`config.mk`:
```
export PLATFORM = sky130hd
export DESIGN_NAME = burst_addr_gen
export DESIGN_NICKNAME = d
export VERILOG_FILES = /design/src/rtl/burst_addr_gen_pkg.sv /design/src/rtl/burst_addr_gen_addr_step.sv /design/src/rtl/burst_addr_gen.sv
export SDC_FILE = /design/constraint.sdc
export NUM_CORES = 1
export LEC_CHECK = 0
export ABC_AREA = 0
export BUFFER_PORTS_ARGS = -buffer_cell sky130_fd_sc_hd__buf_2
export CAP_MARGIN = 20
export CORE_MARGIN = 10
export CORE_UTILIZATION = 40
export CTS_BUF_LIST = sky130_fd_sc_hd__clkbuf_16
export CTS_CLUSTER_DIAMETER = 200
export CTS_CLUSTER_SIZE = 25
export DETAILED_ROUTE_END_ITERATION = 6
export SYNTH_ARGS = -nofsm -noshare
export SYNTH_HDL_FRONTEND = slang
export SYNTH_HIERARCHICAL = 1
export SYNTH_SLANG_ARGS = --single-unit
```
`constraint.sdc`:
```
create_clock -name clk -period 3.4 [get_ports clk]
set_input_delay 0.51 -clock clk [delete_from_list [all_inputs] [get_ports clk]]
set_output_delay 0.51 -clock clk [all_outputs]
set_load 0.1 [all_outputs]
```
`src/rtl/burst_addr_gen_pkg.sv`:
```
// Shared encodings and default widths for the burst read-address generator.
// Defaults follow the 1024-deep sample/label RAMs.
package burst_addr_gen_pkg;

  localparam int LOG_DEPTH    = 10;
  localparam int DEPTH        = 1 << LOG_DEPTH;
  localparam int ADDR_W_DEF   = LOG_DEPTH;
  localparam int LEN_W_DEF    = LOG_DEPTH + 1;  // must hold DEPTH itself
  localparam int STRIDE_W_DEF = 4;

  typedef enum logic [1:0] {
    MODE_ONESHOT  = 2'd0,
    MODE_CIRCULAR = 2'd1,
    MODE_REVERSE  = 2'd2,
    MODE_RSVD     = 2'd3
  } mode_e;

  typedef enum logic [1:0] {
    ST_IDLE = 2'd0,
    ST_RUN  = 2'd1,
    ST_FIN  = 2'd2
  } state_e;

endpackage

```
`src/rtl/burst_addr_gen_addr_step.sv`:
```
// Combinational next-address step: addr +/- stride, wrapping modulo 2^ADDR_W.
module addr_step #(
  parameter int ADDR_W   = 10,
  parameter int STRIDE_W = 4
) (
  input  logic [ADDR_W-1:0]   addr,
  input  logic [STRIDE_W-1:0] stride,
  input  logic                down,
  output logic [ADDR_W-1:0]   next
);

  logic [ADDR_W-1:0] step;

  assign step = ADDR_W'(stride);
  // Truncation to ADDR_W bits gives the silent wrap in both directions.
  assign next = down ? addr - step : addr + step;

endmodule

```
`src/rtl/burst_addr_gen.sv`:
```
// Read-address generator: latches a (base, len, stride, mode) command and
// issues one address per accepted valid/ready beat.
module burst_addr_gen
  import burst_addr_gen_pkg::*;
#(
  parameter int ADDR_W   = ADDR_W_DEF,
  parameter int LEN_W    = LEN_W_DEF,
  parameter int STRIDE_W = STRIDE_W_DEF
) (
  input  logic                clk,
  input  logic                rst,
  input  logic                start,
  input  logic [1:0]          mode,
  input  logic [ADDR_W-1:0]   base,
  input  logic [LEN_W-1:0]    len,
  input  logic [STRIDE_W-1:0] stride,
  input  logic                abort,
  output logic [ADDR_W-1:0]   raddr,
  output logic                raddr_valid,
  input  logic                raddr_ready,
  output logic                last,
  output logic                busy,
  output logic                done,
  output logic                err
);

  localparam logic [LEN_W:0] MAX_LEN = (LEN_W+1)'(1) << ADDR_W;

  state_e                state, state_nxt;
  mode_e                 mode_q;
  logic [ADDR_W-1:0]     base_q;
  logic [LEN_W-1:0]      len_q;
  logic [STRIDE_W-1:0]   stride_q;
  logic [LEN_W-1:0]      beat_cnt;   // beats already accepted in this pass
  logic [ADDR_W-1:0]     addr_nxt;
  logic                  beat;
  logic                  end_pass;
  logic                  cmd_ok;

  assign cmd_ok   = (len != '0) && ({1'b0, len} <= MAX_LEN) && (mode_e'(mode) != MODE_RSVD);
  assign beat     = raddr_valid & raddr_ready;
  assign last     = raddr_valid & (beat_cnt == len_q - 1'b1);
  assign end_pass = beat & last;
  assign busy     = (state == ST_RUN);
  assign done     = (state == ST_FIN);

  addr_step #(
    .ADDR_W   (ADDR_W),
    .STRIDE_W (STRIDE_W)
  ) u_step (
    .addr   (raddr),
    .stride (stride_q),
    .down   (mode_q == MODE_REVERSE),
    .next   (addr_nxt)
  );

  // NOTE: sequential state uses non-blocking assignments so every register
  // samples pre-edge values, independent of process evaluation order.
  always_ff @(posedge clk) begin
    if (rst) state <= ST_IDLE;
    else     state <= state_nxt;
  end

  // NOTE: state_nxt gets its default before any branch; without it, paths
  // that leave it unassigned would infer a latch.
  always_comb begin
    state_nxt = state;
    if (abort) begin
      state_nxt = ST_IDLE;
    end else begin
      unique case (state)
        ST_IDLE: if (start && cmd_ok) state_nxt = ST_RUN;
        ST_RUN:  if (end_pass && mode_q != MODE_CIRCULAR) state_nxt = ST_FIN;
        ST_FIN:  state_nxt = ST_IDLE;
        default: state_nxt = ST_IDLE;
      endcase
    end
  end

  always_ff @(posedge clk) begin
    if (rst) begin
      mode_q      <= MODE_ONESHOT;
      base_q      <= '0;
      len_q       <= '0;
      stride_q    <= '0;
      beat_cnt    <= '0;
      raddr       <= '0;
      raddr_valid <= 1'b0;
      err         <= 1'b0;
    end else begin
      err <= 1'b0;
      if (abort) begin
        // raddr deliberately keeps its value so the consumer can see where it stopped
        raddr_valid <= 1'b0;
        beat_cnt    <= '0;
      end else begin
        case (state)
          ST_IDLE: begin
            if (start) begin
              if (cmd_ok) begin
                mode_q      <= mode_e'(mode);
                base_q      <= base;
                len_q       <= len;
                stride_q    <= stride;
                raddr       <= base;
                raddr_valid <= 1'b1;
                beat_cnt    <= '0;
              end else begin
                err <= 1'b1;
              end
            end
          end
          ST_RUN: begin
            if (beat) begin
              if (last) begin
                beat_cnt <= '0;
                if (mode_q == MODE_CIRCULAR) raddr <= base_q;
                else                         raddr_valid <= 1'b0;
              end else begin
                beat_cnt <= beat_cnt + 1'b1;
                raddr    <= addr_nxt;
              end
            end
          end
          default: ;
        endcase
      end
    end
  end

endmodule

```
==> flow_summary.toml, run 1 <==
[clock_network]
max-clock-path-buffers = 2
number_of_buffers_added_to_fix_hold_violations_after_cts = 0
tritoncts_num_sinks = 52
tritoncts = "done"
clk_transition_reported_paths_ps = 70
cts.root.buffer_cell = "sky130_fd_sc_hd__clkbuf_16"
h-tree-depth = 2
clk_latency_ps = 290
cts_inserted_buffers = 5

[worst_setup_path]
crit_path_end_kind = "output pin"
path_depth = 9
critical_path_required_ps = 2890
worstSetupStartpoint = "len_q[0]"
critical_r2r_launch = "len_q[0]"
worstPathBufferInverterCount = 3
crit_path_max_incr_delay_ps = 530
critPathMaxFanout = 6
r2r_cells = 10
critPathKind = "register to output pin"
critical_path.reg2reg.endpoint = "raddr[0]"
critical_path.endpoint = "last"
cpLargestDelayFamily = "simple AND/OR/NAND/NOR gates"
critical_path.cell_chain = "inv_1, ha_1, or4b_4, o41ai_4, nand3b_2, a2111oi_4, nand3_4, clkinvlp_4, buf_12"
arrival_time_reported_for_the_critical_path_endpoint_ps = 2740
critical-path-slowest-cell = "sky130_fd_sc_hd__or4b_4"
start_kind = "register"
r2r_setup_slk_ps = 160

[final_layout]
layout.cells.most_common = "sky130_fd_sc_hd__nor2_1"
number_of_nets_in_the_final_layout = 470
syn2layout_area_growth_pct = 18.5
antennaDiodeCount = 0
num-fill-cells = 767
mostFrequentLayoutCells = "sky130_fd_sc_hd__nor2_1, sky130_fd_sc_hd__dfxtp_1, sky130_fd_sc_hd__buf_2, sky130_fd_sc_hd__mux2i_1, sky130_fd_sc_hd__inv_1"
drive_above_1_share_pct = 21.0

[sta]
layout_setup_ws_ps = 145
timing.final.crit_share_pct = 95.7
final-max-slew-violation-count = 0
period_needed_ps = 3250
slew_headroom_pct = 57.7
max_freq_mhz = 307
setup-violations-final = 0
final.setup.tns_ps = 0
finalHoldViolations = 0
tightest_slew_ps = 631
rsz0062_at_grt = "false"
setup_clock_skew_after_layout_ps = 9.60

[logic_synthesis]
ys_warn_count = 6
syn_inst = 374
synth.ff_latch_count = 52
synth_fp_nets = 420
synth_async_sr_flop_share_pct = 0
synth_seq_area_share_pct = 32.2
synth.distinct_cells = 61
syn_area_per_cell_um2 = 8.64
ys.flop_type = "sky130_fd_sc_hd__dfxtp_1"
mappedNetlistArea_um2 = 3230
synth_largest_type_area_fraction_pct = 32.2
synth_top_cell_by_area = "sky130_fd_sc_hd__dfxtp_1"
synth-edff-count = 0
yosys-top-cells-area = "sky130_fd_sc_hd__dfxtp_1, sky130_fd_sc_hd__mux2i_1, sky130_fd_sc_hd__nor2_1, sky130_fd_sc_hd__ha_1, sky130_fd_sc_hd__xor2_1"

[detailed_routing]
highest_layer = "met4"
vias = 2789
routed_wire_length_per_instance_um = 15.8
detailedRoute.firstIterationViolations = 111
first_pass_iters = 4
postRouteWirelength_um = 8290
drt_drc_violations_left = 0
met2_length_um = 3570
post_drt_via_cell_ratio = 5.31
wirelength_met1_um = 4170
wl_met3_um = 513
route.antenna.remaining_nets = 0

[place]
place_hpwl_um = 6280
place_congestion = 0.914
preCtsSetupSlack_ps = 14.5
placement.io_buffers = 46

[floorplanning]
start_util_pct = 41.4
fp.dieH_um = 110
top_level_ports = 47
die_width_um = 110
floorplan.rows = 32
die-area_um2 = 12100
coreArea_um2 = 7810

[pwr]
vdd_drop_max_uv = 259
cellLeakagePower_nw = 1.61
ratio_of_total_power_to_cell_area_nw_per_um2 = 399

[global_routing]
grt_overflow = 0
grt_max_degree = 32
grt_pass1_vias = 2666
global_route.usage.total_pct = 13.9
number_of_antenna_violations_at_the_first_check_in_global_routing = 0
first_pass_grt_wire_length_um = 13500

[job]
cap_viol_max_count = 0

[status]
run_status = "finished clean"

[worst_hold_path]
hold_path.class = "primary input to register"
[metrics by stage]
step | instance area (µm²) | utilization, % | power (mW) | hold slack [ps] | cells
after floorplan | 3230 | - | 0.897 | 460 | 374
after global placement | 3640 | 46.6 | 0.973 | 466 | 517
after detailed placement | 3640 | 46.6 | 0.980 | 469 | 517
after CTS | 3800 | 48.7 | 1.54 | 465 | 523
after global routing | 3830 | 49.0 | 1.59 | 479 | 525
final | 3830 | 49.0 | 1.53 | 462 | 525
[sequential cells by signal (all words and copies together) (netlist names)]
| signal | cells |
|---|---|
| raddr_valid | 1 |
| len_q | 11 |
| beat_cnt | 11 |
| state | 2 |
| mode_q | 2 |
| stride_q | 4 |
| raddr | 10 |
| err | 1 |
| base_q | 10 |
[tightest hold or removal path: cells and delay by family]
| family | cells | cell delay, ps |
|---|---|---|
| and+or+nand+nor | 1 | 80 |
| muxes | 1 | 50 |
| buffers and inverters | 1 | 70 |
[logic make-up (layout without fill, tap and decap cells)]
| group | count (synthesis) | in the layout | share of synthesized area, % |
|---|---|---|---|
| simple gates | 134 | 134 | 20.3 |
| fa+ha+maj | 14 | 14 | 5.65 |
| mux | 35 | 35 | 11.3 |
| flops | 52 | 52 | 32.2 |
| compound gates | 69 | 69 | 17.2 |
| buf+inv | 43 | 92 | 5.54 |
| xor+xnor | 27 | 27 | 7.75 |
[metal layers]
layer / vias to the layer above / track usage, %
li1: 1429 / -
met1: 1303 / 20.3
met2: 51 / 20.3
met3: 6 / 3.34
met4: 0 / 2.23
met5: - / 0
[what timing repair did]
action | in CTS | in global routing
buffers inserted | 0 | 2
setup endpoints to repair | 1 | 1
pin swaps | 0 | 2
gates resized for setup | 1 | 3
[cell usage after synthesis, drive strengths merged (9+ instances only)]
cell    instances
nor2           69
dfxtp          52
mux2i          28
inv            26
a21oi          16
xor2           16
clkbuf         13
ha             13
nand2          13
o32ai          11
xnor2          10
nand4           9
[layout make-up]
type | count | area, µm² | area share (%)
Clock buffer | 5 | 125 | 3.27
Clock inverter | 1 | 30.0 | 0.784
Inverter | 26 | 101 | 2.65
Multi-Input combinational cell | 279 | 2040 | 53.3
Sequential cell | 52 | 1040 | 27.2
Tap cell | 102 | 128 | 3.33
Timing Repair Buffer | 60 | 363 | 9.48
[how the worst min path moves through the flow]
| stage | start | cells past startpoint | end | slack (ps) |
|---|---|---|---|---|
| 6_report | stride[3] | 3 | stride_q[3] | 460 |
| 5_1_grt | stride[3] | 3 | stride_q[3] | 480 |
| 4_1_cts | stride[3] | 3 | stride_q[3] | 460 |
| 3_5_place_dp | raddr[8] | 2 | raddr[8] | 470 |
| 3_3_place_gp | raddr[0] | 2 | raddr[0] | 470 |
| 2_1_floorplan | base_q[2] | 2 | base_q[2] | 460 |
[report_power, final]
part / internal (mW) / switching (mW) / total (mW)
combinational: 0.138 / 0.194 / 0.331
clock: 0.339 / 0.216 / 0.555
sequential: 0.624 / 0.0156 / 0.639
total: 1.10 / 0.425 / 1.53
Note: power is estimated with default switching activity, not from simulation.
==> run 2: changes to the inputs <==
--- a/config.mk
+++ b/config.mk
@@ -8,12 +8,16 @@
 export ABC_AREA = 0
 export BUFFER_PORTS_ARGS = -buffer_cell sky130_fd_sc_hd__buf_2
 export CAP_MARGIN = 20
+export CELL_PAD_IN_SITES_DETAIL_PLACEMENT = 1
+export CELL_PAD_IN_SITES_GLOBAL_PLACEMENT = 2
 export CORE_MARGIN = 10
-export CORE_UTILIZATION = 40
+export CORE_UTILIZATION = 35
 export CTS_BUF_LIST = sky130_fd_sc_hd__clkbuf_16
 export CTS_CLUSTER_DIAMETER = 200
 export CTS_CLUSTER_SIZE = 25
 export DETAILED_ROUTE_END_ITERATION = 6
+export GPL_TIMING_DRIVEN = 1
+export PLACE_DENSITY_LB_ADDON = 0.1
 export SYNTH_ARGS = -nofsm -noshare
 export SYNTH_HDL_FRONTEND = slang
 export SYNTH_HIERARCHICAL = 1
==> run 2 against run 1 <==
Via count up 4.5%. Critical path depth unchanged. Non-clock buffer count up 11. Sequential share of layout area down 0.72 points. Wire length up 17%. Largest cell class unchanged.
==> flow_summary.toml, run 2 (synthesis results as in run 1) <==
[global_routing]
grt_overflow = 0
grt_pass1_vias = 2957
global_route.usage.total_pct = 14.3
first_pass_grt_wire_length_um = 15600
grt_max_degree = 32
number_of_antenna_violations_at_the_first_check_in_global_routing = 0

[final_layout]
antennaDiodeCount = 0
register_area_um2 = 1050
number_of_nets_in_the_final_layout = 481
mostFrequentLayoutCells = "sky130_fd_sc_hd__nor2_1, sky130_fd_sc_hd__dfxtp_1, sky130_fd_sc_hd__buf_2, sky130_fd_sc_hd__mux2i_1"
fin_cells = 544
num-fill-cells = 1065
syn2layout_area_growth_pct = 22.6
final_design_area_no_fill_um2 = 3960
multiInputGateArea_um2 = 2070
top_regs = "beat_cnt (11), len_q (11)"
fin_util_pct = 44.8
drive_above_1_share_pct = 24.5
layout.cells.most_common = "sky130_fd_sc_hd__nor2_1"

[detailed_routing]
route.antenna.remaining_nets = 0
wl_met3_um = 536
postRouteWirelength_um = 9700
routed_wire_length_per_instance_um = 17.8
vias = 2915
met2_length_um = 4080
highest_layer = "met4"
detailedRoute.firstIterationViolations = 173
post_drt_via_cell_ratio = 5.36
wirelength_met1_um = 5000
drt_drc_violations_left = 0
first_pass_iters = 4

[worst_setup_path]
start_kind = "register"
critical_path.cell_chain = "inv_2, ha_4, or4b_4, o41ai_4, nand3b_4, a2111oi_4, nand3_4, clkinvlp_4, buf_12"
crit_path_max_incr_delay_ps = 500
critical-path-slowest-cell = "sky130_fd_sc_hd__or4b_4"
critical_path_required_ps = 2890
critPathKind = "register to output pin"
arrival_time_reported_for_the_critical_path_endpoint_ps = 2820
crit_path_end_kind = "output pin"
critPathMaxFanout = 5

[place]
place_congestion = 0.841
placed_cell_count = 524
preCtsSetupSlack_ps = 21.5
place_hpwl_um = 7430
placement.io_buffers = 46
post_dp_cell_area_um2 = 3650

[sta]
period_needed_ps = 3330
setup_clock_skew_after_layout_ps = 6.49
layout_setup_ws_ps = 72.7
rsz0062_at_grt = "true"
max_freq_mhz = 301
timing.final.crit_share_pct = 97.9
worst_hold_slack_ps = 460
final.setup.tns_ps = 0
finalHoldViolations = 0
final-max-slew-violation-count = 0
tightest_slew_ps = 697
setup-violations-final = 0
slew_headroom_pct = 53.1

[clock_network]
clk_transition_reported_paths_ps = 60
tritoncts = "done"
cts.root.buffer_cell = "sky130_fd_sc_hd__clkbuf_16"
tritoncts_num_sinks = 52
number_of_buffers_added_to_fix_hold_violations_after_cts = 0
clk_latency_ps = 290
max-clock-path-buffers = 2
h-tree-depth = 2
cts_inserted_buffers = 5

[pwr]
power.share.clock_pct = 36.1
power.sequential.fraction_pct = 41.0
switching_share_pct = 28.5
ratio_of_total_power_to_cell_area_nw_per_um2 = 393
netSwitchingPower_mw = 0.445
vdd_drop_max_uv = 231
cellLeakagePower_nw = 1.68
share_comb_of_total_power_pct = 22.9
totalPowerFinal_mw = 1.56
intPower_mw = 1.11

[floorplanning]
coreArea_um2 = 8850
start_util_pct = 36.5
top_level_ports = 47
floorplan.rows = 34
die-area_um2 = 13500
fp.dieH_um = 116
die_width_um = 116

[job]
cap_viol_max_count = 0

[status]
run_status = "finished clean"

[worst_hold_path]
hold_path.class = "primary input to register"
## run 2: cell count changes in the layout (fill, tap and decap cells not counted), moves of 2 or more
cell                      change
sky130_fd_sc_hd__buf_4       +11
sky130_fd_sc_hd__dfxtp_4      +2
sky130_fd_sc_hd__dfxtp_1      -2
sky130_fd_sc_hd__inv_2        +2
## run 2: metal layers
layer	GRT usage (%)	up-vias
met5	0	-
met4	3.00	0
met3	3.26	9
met2	21.0	64
met1	20.8	1394
li1	-	1448
## run 2: critical path, delay by kind of cell (launching register included)
kind | cells | cell delay (ps)
adder cells (fa/ha/maj) | 1 | 130
buffers and inverters | 3 | 380
flip-flops | 1 | 360
AO/OA/AOI/OAI | 2 | 880
AND/OR/NAND/NOR | 3 | 780
## run 2: layout make-up
| cell class | count | share of cell area (%) |
|---|---|---|
| multi-input combinational | 279 | 52.2 |
| tap | 108 | 3.41 |
| sequential | 52 | 26.5 |
| clock buffer | 5 | 3.16 |
| inverter | 26 | 2.56 |
| clock inverter | 3 | 0.979 |
| timing repair buffer | 71 | 11.2 |
## run 2: path summary, 6_finish.rpt
| check | startpoint | end | slack (ps) | cells after the start |
|---|---|---|---|---|
| max | len_q[1] | last | 70 | 9 |
| min | stride[1] | stride_q[1] | 460 | 3 |
| max reg2reg | len_q[1] | raddr[3] | 140 | 10 |
| min reg2reg | raddr[6] | raddr[6] | 490 | 2 |
## run 2: power groups by stage
stage / Clock (mW) / Sequential (mW) / Combinational [mW]
3_5_place_dp: 0 / 0.653 / 0.341
4_1_cts: 0.579 / 0.639 / 0.343
3_3_place_gp: 0 / 0.653 / 0.334
6_report: 0.563 / 0.639 / 0.357
5_1_grt: 0.604 / 0.640 / 0.392
2_1_floorplan: 0 / 0.682 / 0.215
## run 2: timing repair
| item | 4_1_cts | 5_1_grt |
|---|---|---|
| resized for setup | 1 | 13 |
| setup buffers | 0 | 12 |
| gates cloned | 0 | 0 |
| pin swaps | 1 | 5 |
| setup endpoints to repair | 1 | 11 |
==> run 3: changes to the inputs <==
--- a/config.mk
+++ b/config.mk
@@ -16,8 +16,9 @@
 export CTS_CLUSTER_DIAMETER = 200
 export CTS_CLUSTER_SIZE = 25
 export DETAILED_ROUTE_END_ITERATION = 6
-export GPL_TIMING_DRIVEN = 1
+export GPL_TIMING_DRIVEN = 0
 export PLACE_DENSITY_LB_ADDON = 0.1
+export SKIP_LAST_GASP = 1
 export SYNTH_ARGS = -nofsm -noshare
 export SYNTH_HDL_FRONTEND = slang
 export SYNTH_HIERARCHICAL = 1
==> run 3 against run 2 <==
The flow now finishes with violations (negative setup slack). Critical path depth grew 2. Register-to-register slack got worse by 20 ps. Die area unchanged. Sequential power about the same. First-iteration DRC count fell by 20%. Setup slack worse by 75 ps.
==> flow_summary.toml, run 3 (synthesis results as in run 1) <==
[global_routing]
global_route.usage.total_pct = 14.6
grt_overflow = 0
grt_max_degree = 15
number_of_antenna_violations_at_the_first_check_in_global_routing = 0
grt_pass1_vias = 3005
first_pass_grt_wire_length_um = 15600

[place]
placed_cell_count = 528
place_congestion = 0.836
place_hpwl_um = 7540
placement.io_buffers = 46

[worst_setup_path]
critical-path-slowest-cell = "sky130_fd_sc_hd__or4b_4"
crit_path_max_incr_delay_ps = 500
critical_r2r_launch = "len_q[0]"
critPathKind = "register to output pin"
critical_path_required_ps = 2890
critical_path.reg2reg.endpoint = "raddr[7]"
critical_path.cell_chain = "inv_4, ha_4, buf_6, or4b_4, o41ai_4, nand3b_4, a2111oi_4, nand3_4, buf_8, clkinvlp_4, buf_12"
r2r_setup_slk_ps = 120
start_kind = "register"
crit_path_end_kind = "output pin"
worstSetupStartpoint = "len_q[0]"
arrival_time_reported_for_the_critical_path_endpoint_ps = 2890
worstPathBufferInverterCount = 5
critPathMaxFanout = 5
r2r_cells = 13
path_depth = 11
critical_path.endpoint = "last"
cpLargestDelayFamily = "compound AO/OA/AOI/OAI gates"

[detailed_routing]
drt_drc_violations_left = 0
route.antenna.remaining_nets = 0
post_drt_via_cell_ratio = 5.38
routed_wire_length_per_instance_um = 17.9
postRouteWirelength_um = 9780
vias = 2950
detailedRoute.firstIterationViolations = 139
first_pass_iters = 4

[sta]
setup_clock_skew_after_layout_ps = 4.45
setup-violations-final = 1
period_needed_ps = 3400
final.setup.tns_ps = -1.85
layout_setup_ws_ps = -1.85
final-max-slew-violation-count = 0
rsz0062_at_grt = "true"
finalHoldViolations = 0
timing.final.crit_share_pct = 100
max_freq_mhz = 294
tightest_slew_ps = 863
slew_headroom_pct = 41.9
worst_hold_slack_ps = 458

[clock_network]
tritoncts = "done"
number_of_buffers_added_to_fix_hold_violations_after_cts = 0
h-tree-depth = 2
clk_latency_ps = 290
max-clock-path-buffers = 2
cts_inserted_buffers = 5
clk_transition_reported_paths_ps = 70
cts.root.buffer_cell = "sky130_fd_sc_hd__clkbuf_16"
tritoncts_num_sinks = 52

[final_layout]
multiInputGateArea_um2 = 2070
register_area_um2 = 1050
syn2layout_area_growth_pct = 21.5
fin_util_pct = 44.3
mostFrequentLayoutCells = "sky130_fd_sc_hd__nor2_1, sky130_fd_sc_hd__dfxtp_1, sky130_fd_sc_hd__buf_2, sky130_fd_sc_hd__mux2i_1, sky130_fd_sc_hd__inv_1"
num-fill-cells = 1082
drive_above_1_share_pct = 22.5
antennaDiodeCount = 0
layout.cells.most_common = "sky130_fd_sc_hd__nor2_1"
fin_cells = 548
top_regs = "beat_cnt (11), len_q (11)"
number_of_nets_in_the_final_layout = 485

[floorplanning]
start_util_pct = 36.5
fp.dieH_um = 116
top_level_ports = 47
die_width_um = 116
floorplan.rows = 34
coreArea_um2 = 8850
die-area_um2 = 13500

[status]
failed_checks = "negative setup slack"
run_status = "complete, but fails checks"

[worst_hold_path]
holdPathStages = 3
hold_path.class = "primary input to register"

[pwr]
vdd_drop_max_uv = 191
totalPowerFinal_mw = 1.48
cellLeakagePower_nw = 1.64
ratio_of_total_power_to_cell_area_nw_per_um2 = 377

[job]
cap_viol_max_count = 0
run 3: metal layers:
metal  vias up  wire (µm)  share of wire (%)  global-route usage (%)
met5         -          0                  0                       0
met4         0         82               0.84                    3.25
met3         7        428                4.4                    3.00
met2        58       4100                 42                    22.1
met1      1421       5170                 53                    20.6
li1       1464          -                  -                       -
run 3: metrics by stage:
stage	instance area (µm²)	setup WS, ps
after CTS	3810	-161
after detailed placement	3600	-435
after global placement	3600	-368
after global routing	3920	-101
after floorplan	3230	156
final	3920	-1.85
run 3: worst min-delay path: cells and delay by family:
kind | cells | cell delay [ps]
buffers and inverters | 1 | 80
and+or+nand+nor | 1 | 70
muxes | 1 | 50
run 3: area by class of cell:
cell class	instances	share of cell area (%)
Inverter	26	2.71
Sequential cell	52	26.7
Clock inverter	3	0.287
Timing Repair Buffer	58	8.55
Buffer	17	2.46
Clock buffer	5	3.19
Multi-Input combinational cell	279	52.6
Tap cell	108	3.44
run 3: where the power goes:
group          total, mW  leakage, nW  internal, mW  switching (mW)
Sequential         0.637        0.423         0.623          0.0138
Combinational      0.352         1.15         0.142           0.210
Clock              0.492       0.0738         0.266           0.226
Total               1.48         1.64          1.03           0.450
run 3: how the worst min path moves through the flow:
stage | start | to | slack (ps)
after floorplan | base_q[2] | base_q[2] | 460
after global placement | raddr[9] | raddr[9] | 470
after detailed placement | raddr[0] | raddr[0] | 480
after CTS | stride[1] | stride_q[1] | 460
after global routing | stride[1] | stride_q[1] | 480
final | stride[1] | stride_q[1] | 460
run 3: repair_timing:
| item | 4_1_cts | 5_1_grt |
|---|---|---|
| setup buffers | 7 | 5 |
| setup endpoints to repair | 40 | 26 |
| pin swaps | 4 | 5 |
| gates resized for setup | 8 | 23 |
